**src/rtl/rv32i_pkg.sv**
```systemverilog
// Shared encodings for the RV32I multi-cycle controller: opcodes, FSM states,
// datapath mux/ALU codes and trap causes.
package rv32i_pkg;

  localparam logic [6:0] OPC_LUI    = 7'b0110111;
  localparam logic [6:0] OPC_AUIPC  = 7'b0010111;
  localparam logic [6:0] OPC_JAL    = 7'b1101111;
  localparam logic [6:0] OPC_JALR   = 7'b1100111;
  localparam logic [6:0] OPC_BRANCH = 7'b1100011;
  localparam logic [6:0] OPC_LOAD   = 7'b0000011;
  localparam logic [6:0] OPC_STORE  = 7'b0100011;
  localparam logic [6:0] OPC_OPIMM  = 7'b0010011;
  localparam logic [6:0] OPC_OP     = 7'b0110011;
  localparam logic [6:0] OPC_FENCE  = 7'b0001111;
  localparam logic [6:0] OPC_SYSTEM = 7'b1110011;

  typedef enum logic [2:0] {
    S_IDLE, S_FETCH, S_DECODE, S_EXEC, S_MEM, S_WB, S_TRAP
  } state_t;

  localparam logic [1:0] PC_PLUS4 = 2'd0;
  localparam logic [1:0] PC_IMM   = 2'd1;
  localparam logic [1:0] PC_ALU   = 2'd2;

  localparam logic [1:0] WB_ALU  = 2'd0;
  localparam logic [1:0] WB_LOAD = 2'd1;
  localparam logic [1:0] WB_PC4  = 2'd2;

  localparam logic [3:0] ALU_ADD   = 4'd0;
  localparam logic [3:0] ALU_SUB   = 4'd1;
  localparam logic [3:0] ALU_SLL   = 4'd2;
  localparam logic [3:0] ALU_SLT   = 4'd3;
  localparam logic [3:0] ALU_SLTU  = 4'd4;
  localparam logic [3:0] ALU_XOR   = 4'd5;
  localparam logic [3:0] ALU_SRL   = 4'd6;
  localparam logic [3:0] ALU_SRA   = 4'd7;
  localparam logic [3:0] ALU_OR    = 4'd8;
  localparam logic [3:0] ALU_AND   = 4'd9;
  localparam logic [3:0] ALU_PASSB = 4'd10;

  localparam logic [2:0] TRAP_NONE    = 3'd0;
  localparam logic [2:0] TRAP_ILLEGAL = 3'd1;
  localparam logic [2:0] TRAP_IMEM_TO = 3'd2;
  localparam logic [2:0] TRAP_DMEM_TO = 3'd3;
  localparam logic [2:0] TRAP_ECALL   = 3'd4;
  localparam logic [2:0] TRAP_EBREAK  = 3'd5;

  function automatic logic known_opcode(input logic [6:0] opc);
    return opc inside {OPC_LUI, OPC_AUIPC, OPC_JAL, OPC_JALR, OPC_BRANCH, OPC_LOAD,
                       OPC_STORE, OPC_OPIMM, OPC_OP, OPC_FENCE, OPC_SYSTEM};
  endfunction

endpackage

```
**src/rtl/rv32i_alu_decode.sv**
```systemverilog
// Combinational opcode/funct3/funct7[5] -> ALU operation; zero latency, no handshake.
module rv32i_alu_decode
  import rv32i_pkg::*;
(
  input  logic [6:0] opcode,
  input  logic [2:0] funct3,
  input  logic       funct7_b5,
  output logic [3:0] alu_ctrl
);

  logic [3:0] f3_op;

  always_comb begin
    f3_op = ALU_ADD;
    case (funct3)
      3'b000:  f3_op = ALU_ADD;
      3'b001:  f3_op = ALU_SLL;
      3'b010:  f3_op = ALU_SLT;
      3'b011:  f3_op = ALU_SLTU;
      3'b100:  f3_op = ALU_XOR;
      3'b101:  f3_op = funct7_b5 ? ALU_SRA : ALU_SRL;
      3'b110:  f3_op = ALU_OR;
      default: f3_op = ALU_AND;
    endcase

    // Address generation and link computations all reduce to an add.
    alu_ctrl = ALU_ADD;
    case (opcode)
      OPC_OP:     alu_ctrl = (funct3 == 3'b000 && funct7_b5) ? ALU_SUB : f3_op;
      OPC_OPIMM:  alu_ctrl = f3_op;
      OPC_LUI:    alu_ctrl = ALU_PASSB;
      OPC_BRANCH: alu_ctrl = ALU_SUB;
      default:    alu_ctrl = ALU_ADD;
    endcase
  end

endmodule

```
**src/rtl/rv32i_mc_ctrl.sv**
```systemverilog
// Multi-cycle RV32I sequencer: FETCH/DECODE/EXEC/MEM/WB, 3-5 cycles per instruction plus
// memory wait states; imem/dmem requests hold until ack or MEM_TIMEOUT cycles, then trap.
module rv32i_mc_ctrl
  import rv32i_pkg::*;
#(
  parameter int MEM_TIMEOUT = 16,
  parameter int CNT_W       = 32
) (
  input  logic             clk,
  input  logic             rst,
  input  logic             run,
  input  logic [31:0]      inst,
  input  logic             imem_ack,
  input  logic             dmem_ack,
  input  logic             br_taken,
  output logic             imem_req,
  output logic             ir_we,
  output logic             pc_we,
  output logic [1:0]       pc_sel,
  output logic             rf_we,
  output logic [1:0]       wb_sel,
  output logic [3:0]       alu_ctrl,
  output logic             alu_src_a,
  output logic             alu_src_b,
  output logic             dmem_req,
  output logic             dmem_we,
  output logic             halted,
  output logic [2:0]       trap_cause,
  output logic             retire,
  output logic [CNT_W-1:0] instret
);

  localparam int WAIT_W = $clog2(MEM_TIMEOUT + 1);
  localparam logic [WAIT_W-1:0] WAIT_LIM = WAIT_W'(MEM_TIMEOUT - 1);

  state_t            state_q, state_d;
  logic [31:0]       ir_q;
  logic [WAIT_W-1:0] wcnt_q;
  logic [2:0]        cause_q, cause_d;
  logic [CNT_W-1:0]  instret_q;
  logic [3:0]        alu_op;

  logic [6:0]  opc;
  logic [4:0]  rd, rs1;
  logic [2:0]  f3;
  logic [11:0] imm12;
  logic        sys_base, is_ecall, is_ebreak, illegal;

  assign opc   = ir_q[6:0];
  assign rd    = ir_q[11:7];
  assign f3    = ir_q[14:12];
  assign rs1   = ir_q[19:15];
  assign imm12 = ir_q[31:20];

  // ECALL/EBREAK are the only SYSTEM encodings this core accepts.
  assign sys_base  = (opc == OPC_SYSTEM) && (f3 == 3'd0) && (rs1 == 5'd0) && (rd == 5'd0);
  assign is_ecall  = sys_base && (imm12 == 12'd0);
  assign is_ebreak = sys_base && (imm12 == 12'd1);
  assign illegal   = !known_opcode(opc) || ((opc == OPC_SYSTEM) && !is_ecall && !is_ebreak);

  rv32i_alu_decode u_alu_decode (
    .opcode    (opc),
    .funct3    (f3),
    .funct7_b5 (ir_q[30]),
    .alu_ctrl  (alu_op)
  );

  assign trap_cause = cause_q;
  assign instret    = instret_q;

  always_comb begin
    state_d   = state_q;
    cause_d   = cause_q;
    imem_req  = 1'b0;
    ir_we     = 1'b0;
    pc_we     = 1'b0;
    pc_sel    = PC_PLUS4;
    rf_we     = 1'b0;
    wb_sel    = WB_ALU;
    alu_ctrl  = 4'd0;
    alu_src_a = 1'b0;
    alu_src_b = 1'b0;
    dmem_req  = 1'b0;
    dmem_we   = 1'b0;
    halted    = 1'b0;
    retire    = 1'b0;

    // ALU controls stay stable from EXEC through WB so the datapath result holds.
    if (state_q inside {S_EXEC, S_MEM, S_WB}) begin
      alu_ctrl  = alu_op;
      alu_src_a = (opc == OPC_AUIPC) || (opc == OPC_JAL);
      alu_src_b = !((opc == OPC_OP) || (opc == OPC_BRANCH));
    end

    case (state_q)
      S_IDLE: if (run) state_d = S_FETCH;
      S_FETCH: begin
        imem_req = 1'b1;
        if (imem_ack) begin
          ir_we   = 1'b1;
          state_d = S_DECODE;
        end else if (wcnt_q == WAIT_LIM) begin
          state_d = S_TRAP;
          cause_d = TRAP_IMEM_TO;
        end
      end
      S_DECODE: begin
        if (illegal) begin
          state_d = S_TRAP;
          cause_d = TRAP_ILLEGAL;
        end else if (is_ecall) begin
          state_d = S_TRAP;
          cause_d = TRAP_ECALL;
        end else if (is_ebreak) begin
          state_d = S_TRAP;
          cause_d = TRAP_EBREAK;
        end else begin
          state_d = S_EXEC;
        end
      end
      S_EXEC: begin
        case (opc)
          OPC_BRANCH: begin
            pc_we   = 1'b1;
            pc_sel  = br_taken ? PC_IMM : PC_PLUS4;
            retire  = 1'b1;
            state_d = S_FETCH;
          end
          OPC_FENCE: begin
            pc_we   = 1'b1;
            retire  = 1'b1;
            state_d = S_FETCH;
          end
          OPC_LOAD, OPC_STORE: state_d = S_MEM;
          default:             state_d = S_WB;
        endcase
      end
      S_MEM: begin
        dmem_req = 1'b1;
        dmem_we  = (opc == OPC_STORE);
        if (dmem_ack) begin
          if (opc == OPC_STORE) begin
            pc_we   = 1'b1;
            retire  = 1'b1;
            state_d = S_FETCH;
          end else begin
            state_d = S_WB;
          end
        end else if (wcnt_q == WAIT_LIM) begin
          state_d = S_TRAP;
          cause_d = TRAP_DMEM_TO;
        end
      end
      S_WB: begin
        rf_we   = (rd != 5'd0);
        wb_sel  = (opc == OPC_LOAD) ? WB_LOAD :
                  (opc == OPC_JAL || opc == OPC_JALR) ? WB_PC4 : WB_ALU;
        pc_we   = 1'b1;
        pc_sel  = (opc == OPC_JAL) ? PC_IMM : (opc == OPC_JALR) ? PC_ALU : PC_PLUS4;
        retire  = 1'b1;
        state_d = run ? S_FETCH : S_IDLE;
      end
      S_TRAP:  halted = 1'b1;
      default: state_d = S_IDLE;
    endcase
  end

  always_ff @(posedge clk) begin
    if (rst) begin
      state_q   <= S_IDLE;
      ir_q      <= '0;
      wcnt_q    <= '0;
      cause_q   <= TRAP_NONE;
      instret_q <= '0;
    end else begin
      state_q <= state_d;
      cause_q <= cause_d;
      if (ir_we) ir_q <= inst;
      // Every exit from FETCH/MEM is on ack or trap, so the counter is zero on entry.
      if ((state_q == S_FETCH && !imem_ack) || (state_q == S_MEM && !dmem_ack))
        wcnt_q <= wcnt_q + 1'b1;
      else
        wcnt_q <= '0;
      if (retire) instret_q <= instret_q + CNT_W'(1);
    end
  end

endmodule

```
**config.mk**
```make
export PLATFORM = sky130hd
export DESIGN_NAME = rv32i_mc_ctrl
export DESIGN_NICKNAME = d
export VERILOG_FILES = /design/src/rtl/rv32i_pkg.sv /design/src/rtl/rv32i_alu_decode.sv /design/src/rtl/rv32i_mc_ctrl.sv
export SDC_FILE = /design/constraint.sdc
export NUM_CORES = 1
export LEC_CHECK = 0
export CORE_UTILIZATION = 65
export CTS_CLUSTER_DIAMETER = 150
export CTS_CLUSTER_SIZE = 10
export DETAILED_ROUTE_END_ITERATION = 10
export DONT_BUFFER_PORTS = 1
export HOLD_SLACK_MARGIN = 0.1
export PLACE_DENSITY = 0.88
export SYNTH_ARGS = -nofsm -noshare
export SYNTH_HDL_FRONTEND = slang
export SYNTH_SLANG_ARGS = --single-unit
export TNS_END_PERCENT = 30
```
**constraint.sdc**
```tcl
create_clock -name clk -period 3.4 [get_ports clk]
set_clock_uncertainty 0.2 [all_clocks]
set_input_delay 0.34 -clock clk [delete_from_list [all_inputs] [get_ports clk]]
set_output_delay 0.34 -clock clk [all_outputs]
set_load 0.02 [all_outputs]
```
==> flow_summary.ini <==
[worst_setup_path]
r2r_setup_slack_ns = 0.49
critPathLaunchType = register
ff2ff_path_depth = 5
critical_path_required_ns = 3.49
worstPathArrival_ns = 2.99
crit_type = reg2reg
r2r-end = instret[15]$_SDFFE_PP0P_
r2r_start = state_q[2]$_SDFFE_PP0P_
path_max_fanout = 16
worstSetupEndpointType = register

[global_routing]
grt_pass1_vias = 3525
gr-total-overflow = 0
antenna_found_initial = 0
grt_max_degree = 76
grt_pass1_wl_mm = 16.8
grt_use_total_pct = 35.1

[synth]
synth_fp_nets = 527
synthArstFlopShare_pct = 0
ys.flop_type = dfxtp_1
synth_edf_count = 0
ys_ff_latch = 75
synth_cell_types = 62
synthCells = 486
avgSynthCellArea_um2 = 7.72
synth_area_um2 = 3750
ys_warn_count = 0
synth-seq-area-share_pct = 40.0

[clock_network]
clock_latency_ns = 0.36
numCtsBuffers = 9
clock-root-buffer = clkbuf_8
cts.clk_slew.worst_paths_ns = 0.08
cts_num_sinks = 75
ctsHtreeMaxLevel = 3
clockBufferDepth = 2
cts_tree = built
post_cts_resized = 0

[floorplanning]
io_pins = 91
die_area_um2 = 6080
initial_core_util_pct = 67.7
die_h_um = 78.0
die_w_um = 78.0
rows = 27
fp.coreArea_um2 = 5540

[place]
dp_hpwl_mm = 6.15
numPortBuffers = 0
gp_congestion = 0.863

[detailed_routing]
viasPerCell = 6.55
drt_first_pass_iters = 5
wl_per_cell_um = 17.5
drt_iter0_drc = 463
drc = 0
vias = 3846
ant_nets = 0
wl_mm = 10.2

[sta]
holdWs_ns = 0.120
slew_violations = 0
relSlewSlack_pct = 50.5
hold_viol = 0
tns_ns = 0
min_period_ns = 2.91
post-route-period-util_pct = 85.5
fmax_mhz = 344
setup_viol = 0
rsz0062_at_grt = false
worstMarginPinSlew_ns = 0.737

[finish]
drive_above_1_share_pct = 5.83
final_common_cell = nand2_1
fin_util_pct = 78.5
area_growth_pct = 16.0
diodes = 0
nFillCells = 378
fin_nets = 551
final_cell_mix = nand2_1 (83), dfxtp_1 (75), a21oi_1 (63), nor2_1 (36), dlygate4sd3_1 (35)

[power_and_ir_drop]
p_comb_share_pct = 7.4
seqPwrFrac_pct = 52.3
power_frac_clock_pct = 40.3
swShare_pct = 25.0
vdd.ir_drop.worst_uv = 371
p_switching_uw = 440
leakage_nw = 1.39
power_density_nw_per_um2 = 405
intPower_mw = 1.32

[worst_hold_path]
min_path_cells = 3
min_to = state_q[1]$_SDFFE_PP0P_
hold_path.startpoint = dmem_ack
min_path_type = in2reg

[run_status]
outcome = completed

[job]
cap_viol_max_count = 0
-- critical path: stages (launching register included) --
cell,delay [ns]
dfxtp_1,0.61
or3b_1,0.46
o31a_1,0.42
a211o_1,0.46
or4_1,0.51
a21oi_1,0.16
-- Yosys cell counts, types with 3 or more instances --
| library cell | n | area (µm²) |
|---|---|---|
| a21oi_1 | 63 | 315 |
| nand4bb_1 | 4 | 45.0 |
| xnor2_1 | 5 | 43.8 |
| inv_1 | 15 | 56.3 |
| buf_1 | 3 | 11.3 |
| a211oi_1 | 4 | 30.0 |
| ha_1 | 3 | 37.5 |
| nor2_1 | 36 | 135 |
| o21ai_0 | 14 | 70.1 |
| nand2_1 | 83 | 312 |
| o31ai_1 | 8 | 60.1 |
| or4_1 | 11 | 82.6 |
| xor2_1 | 3 | 26.3 |
| nand3b_1 | 4 | 30.0 |
| nor2b_1 | 6 | 37.5 |
| a31oi_1 | 4 | 25.0 |
| nand2b_1 | 6 | 37.5 |
| and3_1 | 4 | 25.0 |
| nor4_1 | 8 | 50.1 |
| a21o_1 | 3 | 22.5 |
| nand4_1 | 10 | 62.6 |
| nor3_1 | 10 | 50.1 |
| mux2_2 | 3 | 33.8 |
| clkbuf_1 | 23 | 86.3 |
| nor3b_1 | 3 | 22.5 |
| nand3_1 | 19 | 95.1 |
| or3_1 | 13 | 81.3 |
| dfxtp_1 | 75 | 1500 |
-- state kept, by name, summed over array words and instances (netlist names) --
register	flops
instret	32
state_q	3
ir_q	32
wcnt_q	5
trap_cause	3
-- worst max path at each step --
stage,start,to,cells past startpoint
after global placement,state_q[2]$_SDFFE_PP0P_,instret[15]$_SDFFE_PP0P_,5
after detailed placement,state_q[2]$_SDFFE_PP0P_,instret[15]$_SDFFE_PP0P_,5
after global routing,state_q[0]$_SDFFE_PP0P_,ir_we,5
final,state_q[2]$_SDFFE_PP0P_,instret[15]$_SDFFE_PP0P_,5
after CTS,state_q[2]$_SDFFE_PP0P_,instret[15]$_SDFFE_PP0P_,5
after floorplan,instret[3]$_SDFFE_PP0P_,instret[18]$_SDFFE_PP0P_,6
-- per-layer routing --
metal  share of wire, %  GRT usage (%)  up-vias
met4                3.4           17.0        0
met5                  0              0        -
met3                8.7           10.4       42
met1                 40           41.1     1783
li1                   -              -     1803
met2                 48           58.4      218
-- metrics by stage --
| stage | power [mW] | instance area, µm² | cells | worst slack [ns] |
|---|---|---|---|---|
| floorplan | 1.01 | 3750 | 486 | 0.866 |
| global placement | 1.01 | 3770 | 535 | 0.676 |
| detailed placement | 1.01 | 3770 | 535 | 0.556 |
| CTS | 1.75 | 4350 | 587 | 0.535 |
| global route | 1.81 | 4350 | 587 | 0.418 |
| finish | 1.76 | 4350 | 587 | 0.495 |
-- power by group through the flow --
stage,sequential (mW),clock (mW),combinational (mW)
2_1_floorplan,0.925,0,0.0833
3_3_place_gp,0.937,0,0.0722
3_5_place_dp,0.939,0,0.0752
4_1_cts,0.919,0.708,0.125
5_1_grt,0.922,0.747,0.143
6_report,0.920,0.709,0.130
-- final cells by class --
class,instances,area (µm²),share of cell area (%)
clock buffer,11,141,3.25
clock inverter,5,61.3,1.41
sequential,75,1500,34.5
tap,72,90.1,2.07
timing repair buffer,42,423,9.72
multi-input combinational,367,2080,47.7
inverter,15,56.3,1.29
-- cell families (layout without fill, tap and decap cells) --
group / after synthesis / count (layout) / synth area share, %
AO/OA/AOI/OAI: 125 / 125 / 20.7
XOR/XNOR: 8 / 8 / 1.87
adder cells (fa/ha/maj): 3 / 3 / 1.00
buffers and inverters: 44 / 73 / 4.57
flip-flops: 75 / 75 / 40.0
multiplexers: 4 / 4 / 1.17
AND/OR/NAND/NOR: 227 / 227 / 30.7
-- what timing repair did --
item,CTS,global route
buffers inserted,0,0
hold buffers,36,0
endpoints found under the hold margin,75,0
No activity file was read; power rests on OpenSTA's default activity.
